$ cat src/rtl/uart_rx_fifo_mon.sv
// UART receiver (configurable DATA_BITS/PARITY/STOP_BITS) with a character FIFO and sticky error flags.
// Latency: a character is in the FIFO on the final stop-bit sample, and rd_data/rd_valid follow rd_en by one cycle. When the FIFO is full, good characters are dropped and overrun is set.
module uart_rx_fifo_mon #(
    parameter int CLK_FREQ   = 50000000,
    parameter int BAUD       = 115200,
    parameter int DATA_BITS  = 8,
    parameter int PARITY     = 0,
    parameter int STOP_BITS  = 1,
    parameter int FIFO_DEPTH = 16,
    parameter int PRINT_EN   = 0,
    localparam int AW        = $clog2(FIFO_DEPTH)
) (
    input  logic          sys_clk,
    input  logic          sys_rst_n,
    input  logic          uart_rxd,
    input  logic          rd_en,
    input  logic          clr_err,
    output logic [7:0]    rd_data,
    output logic          rd_valid,
    output logic [AW:0]   fifo_count,
    output logic          fifo_empty,
    output logic          fifo_full,
    output logic          uart_done,
    output logic [7:0]    uart_data,
    output logic          frame_err,
    output logic          parity_err,
    output logic          overrun
);
    localparam int BIT_CNT  = CLK_FREQ / BAUD;
    localparam int HALF_CNT = BIT_CNT / 2;
    localparam int CW       = $clog2(BIT_CNT + 1);

    typedef enum logic [2:0] {S_IDLE, S_START, S_DATA, S_PAR, S_STOP1, S_STOP2} state_t;

    state_t        state, state_nxt;
    logic          rxd_s1, rxd_s2, rxd_q;
    logic [CW-1:0] cnt, cnt_nxt;
    logic [2:0]    idx, idx_nxt;
    logic [7:0]    shift, shift_nxt;
    logic          par_bad, par_bad_nxt, stop_bad, stop_bad_nxt;
    logic          tick, frame_done, exp_par;
    logic [7:0]    rx_char;

    logic [7:0]    mem [FIFO_DEPTH];
    logic [AW-1:0] wr_ptr, rd_ptr;
    logic [AW:0]   count;
    logic          wr_req, wr_en, pop;

    // Bits shift in from the top, so a short character ends up left-aligned.
    assign rx_char = shift >> (8 - DATA_BITS);
    assign exp_par = (^rx_char) ^ (PARITY == 1);
    assign tick    = (state == S_START) ? (cnt == CW'(HALF_CNT - 1))
                                        : (cnt == CW'(BIT_CNT - 1));

    always_ff @(posedge sys_clk or negedge sys_rst_n) begin
        if (!sys_rst_n) begin
            rxd_s1   <= 1'b1;
            rxd_s2   <= 1'b1;
            rxd_q    <= 1'b1;
            state    <= S_IDLE;
            cnt      <= '0;
            idx      <= '0;
            shift    <= '0;
            par_bad  <= 1'b0;
            stop_bad <= 1'b0;
        end else begin
            rxd_s1   <= uart_rxd;
            rxd_s2   <= rxd_s1;
            rxd_q    <= rxd_s2;
            state    <= state_nxt;
            cnt      <= cnt_nxt;
            idx      <= idx_nxt;
            shift    <= shift_nxt;
            par_bad  <= par_bad_nxt;
            stop_bad <= stop_bad_nxt;
        end
    end

    always_comb begin
        state_nxt    = state;
        cnt_nxt      = cnt + 1'b1;
        idx_nxt      = idx;
        shift_nxt    = shift;
        par_bad_nxt  = par_bad;
        stop_bad_nxt = stop_bad;
        frame_done   = 1'b0;
        case (state)
            S_IDLE: begin
                cnt_nxt = '0;
                if (rxd_q && !rxd_s2) begin
                    state_nxt    = S_START;
                    par_bad_nxt  = 1'b0;
                    stop_bad_nxt = 1'b0;
                end
            end
            S_START: if (tick) begin
                cnt_nxt   = '0;
                idx_nxt   = '0;
                state_nxt = rxd_s2 ? S_IDLE : S_DATA;
            end
            S_DATA: if (tick) begin
                cnt_nxt   = '0;
                shift_nxt = {rxd_s2, shift[7:1]};
                idx_nxt   = idx + 1'b1;
                if (idx == 3'(DATA_BITS - 1))
                    state_nxt = (PARITY != 0) ? S_PAR : S_STOP1;
            end
            S_PAR: if (tick) begin
                cnt_nxt     = '0;
                par_bad_nxt = (rxd_s2 != exp_par);
                state_nxt   = S_STOP1;
            end
            S_STOP1: if (tick) begin
                cnt_nxt      = '0;
                stop_bad_nxt = stop_bad | !rxd_s2;
                if (STOP_BITS == 2) begin
                    state_nxt = S_STOP2;
                end else begin
                    state_nxt  = S_IDLE;
                    frame_done = 1'b1;
                end
            end
            S_STOP2: if (tick) begin
                cnt_nxt      = '0;
                stop_bad_nxt = stop_bad | !rxd_s2;
                state_nxt    = S_IDLE;
                frame_done   = 1'b1;
            end
            default: state_nxt = S_IDLE;
        endcase
    end

    // A pop in the same cycle frees the slot, so a full FIFO still accepts the write.
    assign pop    = rd_en && (count != '0);
    assign wr_req = frame_done && !stop_bad_nxt;
    assign wr_en  = wr_req && (!fifo_full || pop);

    assign fifo_count = count;
    assign fifo_empty = (count == '0);
    assign fifo_full  = (count == (AW+1)'(FIFO_DEPTH));

    always_ff @(posedge sys_clk) begin
        if (wr_en) mem[wr_ptr] <= rx_char;
    end

    always_ff @(posedge sys_clk or negedge sys_rst_n) begin
        if (!sys_rst_n) begin
            wr_ptr     <= '0;
            rd_ptr     <= '0;
            count      <= '0;
            rd_data    <= '0;
            rd_valid   <= 1'b0;
            uart_done  <= 1'b0;
            uart_data  <= '0;
            frame_err  <= 1'b0;
            parity_err <= 1'b0;
            overrun    <= 1'b0;
        end else begin
            rd_valid  <= pop;
            uart_done <= frame_done;
            if (frame_done) uart_data <= rx_char;
            if (wr_en) wr_ptr <= wr_ptr + 1'b1;
            if (pop) begin
                rd_ptr  <= rd_ptr + 1'b1;
                rd_data <= mem[rd_ptr];
            end
            case ({wr_en, pop})
                2'b10:   count <= count + 1'b1;
                2'b01:   count <= count - 1'b1;
                default: count <= count;
            endcase
            // A new event wins over a simultaneous clear.
            frame_err  <= (frame_err  && !clr_err) || (frame_done && stop_bad_nxt);
            parity_err <= (parity_err && !clr_err) || (frame_done && par_bad);
            overrun    <= (overrun    && !clr_err) || (wr_req && fifo_full && !pop);
        end
    end

    generate
        if (PRINT_EN != 0) begin : g_print
            always @(posedge sys_clk) begin
                if (wr_en) $write("%c", rx_char);
            end
        end
    endgenerate
endmodule

$ cat config.mk
export PLATFORM = sky130hd
export DESIGN_NAME = uart_rx_fifo_mon
export DESIGN_NICKNAME = d
export VERILOG_FILES = /design/src/rtl/uart_rx_fifo_mon.sv
export SDC_FILE = /design/constraint.sdc
export NUM_CORES = 1
export LEC_CHECK = 0
export ABC_AREA = 1
export CAP_MARGIN = 5
export CORE_UTILIZATION = 45
export DETAILED_ROUTE_END_ITERATION = 8
export PLACE_DENSITY = 0.72
export SKIP_CTS_REPAIR_TIMING = 1
export SYNTH_ARGS = -nofsm -noshare
export SYNTH_HDL_FRONTEND = slang
export SYNTH_SLANG_ARGS = --single-unit
$ cat constraint.sdc
create_clock -name sys_clk -period 2.8 [get_ports sys_clk]
set_input_delay 0.42 -clock sys_clk [delete_from_list [all_inputs] [get_ports sys_clk]]
set_output_delay 0.42 -clock sys_clk [all_outputs]
set_load 0.01 [all_outputs]
==> impl_metrics.csv <==
group,metric,value,unit
logic_synthesis,ys_seq_area_share,65.4,%
critical_path,crit_top_cell,"nand2_1",
outcome,status,"finished clean",
sta,setup_viol,0,
critical_path,crit_family,"simple AND/OR/NAND/NOR gates",
critical_path,slowest_stage,"dfrtp_1",
critical_path,path_buf_inv,2,
grt,grt_max_degree,65,
flow_run,maxCapViolCount,0,
power,leakage,4.19,nW
die,boundaryPins,33,
sta,fin_skew,0.0123,ns
grt,grt_pass1_vias,5320,
critical_path,critPathMaxStageDelay,0.42,ns
clock_network,clk_latency,0.44,ns
power,power_density,864,nW/um^2
power,vdd_ir_drop_max,0.000522,V
logic_synthesis,synth_ff_type,"edfxtp_1",
grt,antenna_found_initial,0,
critical_path,crit_path_start_kind,"register",
logic_synthesis,synth_area_leader_cell,"edfxtp_1",
drt,drt_iter0_markers,460,
sta,period_share,93.2,%
cells_and_area,finish.utilization,54.2,%
logic_synthesis,synthMostInstantiatedCell,"nor2_1",
logic_synthesis,netlist.area_leader.share,46.6,%
critical_path,reg2reg_slack,0.19,ns
clock_network,cts_tree,"built",
clock_network,cts_max_level,4,
sta,fin_tns_setup,0,ns
drt,routed_via_density,5.24,
logic_synthesis,ys_async_sr_fraction,32.6,%
die,fp.dieArea,18900,um^2
logic_synthesis,yosys_warnings,0,
sta,whs,0.358,ns
clock_network,cts.clk_slew.worst_paths,0.07,ns
logic_synthesis,syn_area,8250,um^2
placement,placed_cells_incl_taps,1022,
logic_synthesis,yosys_register_bits,190,
critical_path,cp.arrival,2.96,ns
placement,placed_cell_area,9030,um^2
sta,max_slew_margin,52.8,%
grt,overflow,0,
logic_synthesis,yosysUniqueCellTypes,37,
grt,grt_pass1_wl,27.4,mm
sta,fmax,0.383,GHz
cells_and_area,antenna_cells,0,
die,num_rows,49,
cells_and_area,drive_above_1_share,15.3,%
logic_synthesis,synth_cells,751,
critical_path,cp_data_required_time,3.15,ns
cells_and_area,final_nets,834,
critical_path,critPathMaxFanout,5,
sta,hold_viol,0,
logic_synthesis,synth_area_per_cell,11.0,um^2
critical_path,path_cells,"inv_2, nand2_1, nor2_2, nand2_4, nand2_4, nand3_4, nor2_4, nand4_1, ha_4, xor2_2, ha_2, inv_1, nand2_1, nand2_1, nand2_1, a21oi_2, xor2_1, nand2_1, o21ai_0",
hold_path,hp-class,"reg -> reg",
grt,grtUsageTotal,19.5,%
clock_network,root_buffer,"clkbuf_16",
critical_path,worstSetupPathType,"reg -> reg",
clock_network,cts_buffers,17,
sta,worst_pin_slew,0.708,ns
die,initial_core_util,45.9,%
sta,slew_viol_final,0,
die,die_w,137,um
drt,wl_per_cell,16.4,um
sta,min_period,2.61,ns
cells_and_area,final_cells,1059,
drt,post-route-drc-count,0,
logic_synthesis,synth_edf_count,128,
logic_synthesis,synth_common_cells,"nor2_1, edfxtp_1, o21ai_0",
drt,route.vias.total,5551,
drt,routed_wl,17.4,mm
clock_network,cts_num_sinks,190,
sta,grt_setup_unrepaired,"true",
die,dieHeight,137,um
die,core-area,18000,um^2
logic_synthesis,synth_nets,768,
placement,dpl.hpwl,11.0,mm
drt,ant_nets,0,
placement,io_buffers,32,
cells_and_area,finalInstanceArea,9730,um^2
critical_path,cp-end-kind,"register",
clock_network,clk_path_buf_depth,2,
cells_and_area,syn2layout_area_growth,18.0,%
placement,gp_congestion,0.859,
drt,drtPass1Iterations,5,
logic_synthesis,synth.area.top_cells,"edfxtp_1, dfrtp_1, nor2_1",
## logic make-up after synthesis
logic type,after synthesis,synth area share [%]
adder cells (fa/ha/maj),12,1.82
AND/OR/NAND/NOR,293,15.8
buffers and inverters,88,4.26
flip-flops,190,65.4
AO/OA/AOI/OAI,149,10.6
XOR/XNOR,19,2.02
## per-stage QoR
stage / total power [mW] / setup slack, ns
final: 8.41 / 0.190
after detailed placement: 5.97 / 0.0805
after CTS: 8.36 / 0.00147
after global routing: 8.90 / -0.00750
after global placement: 5.91 / 0.205
after floorplan: 5.13 / 0.231
## placed cells by master (no fill, tap or decap), types with 2 or more instances in the layout
cell             count
nor2_1             146
edfxtp_1           128
o21ai_0             90
nand2_1             89
dfrtp_1             55
inv_1               49
buf_4               42
o211ai_1            34
clkdlybuf4s50_1     31
nand3_1             24
clkbuf_16           17
nand2_4             10
xor2_1              10
ha_1                10
a31oi_1              9
inv_2                8
o21ai_2              8
xnor2_1              7
nor3_1               5
nand4_1              5
a21oi_1              4
inv_6                4
dfrtp_2              4
nor2_4               3
clkinv_8             3
clkinv_4             3
dfstp_2              3
nor2_2               2
nand3_4              2
xor2_2               2
clkinv_1             2
inv_8                2
## final timing paths
kind,cells after the start,start,to
min in group asynchronous,2,sys_rst_n,cnt[4]
worst max register to register,19,cnt[3],fifo_count[4]
worst min-delay path,0,rxd_s1,rxd_s2
worst max-delay path,19,cnt[3],fifo_count[4]
max in group asynchronous,3,sys_rst_n,rxd_q
worst min register to register,0,rxd_s1,rxd_s2
## power breakdown
part	internal, mW	total [mW]	switching, mW
sequential	3.14	3.35	0.200
clock	1.27	2.40	1.12
combinational	0.991	2.67	1.68
total	5.41	8.41	3.00
## cell type report
cell class / count / area (um^2)
fill: 1486 / 8230
inverter: 59 / 221
clock buffer: 17 / 425
clock inverter: 15 / 175
sequential: 190 / 5400
multi-input combinational: 473 / 2560
tap: 229 / 287
timing repair buffer: 76 / 661
## per-layer routing
metal	vias up	share of wire, %	routed length, um	global-route usage, %
met4	0	1.3	232	5.92
met5	-	0	0	0
met3	20	5.2	900	4.42
met2	164	47	8250	30.9
met1	2656	46	7980	26.8
li1	2711	-	-	-
## registers in the layout (all words and copies together), names as in the netlist, 3 cells and up
name	flops
cnt	9
uart_data	8
fifo_count	5
rx_char	8
state	3
mem	128
idx	3
rd_data	8
rd_ptr	4
wr_ptr	4
No activity file was read; power rests on OpenSTA's default activity.
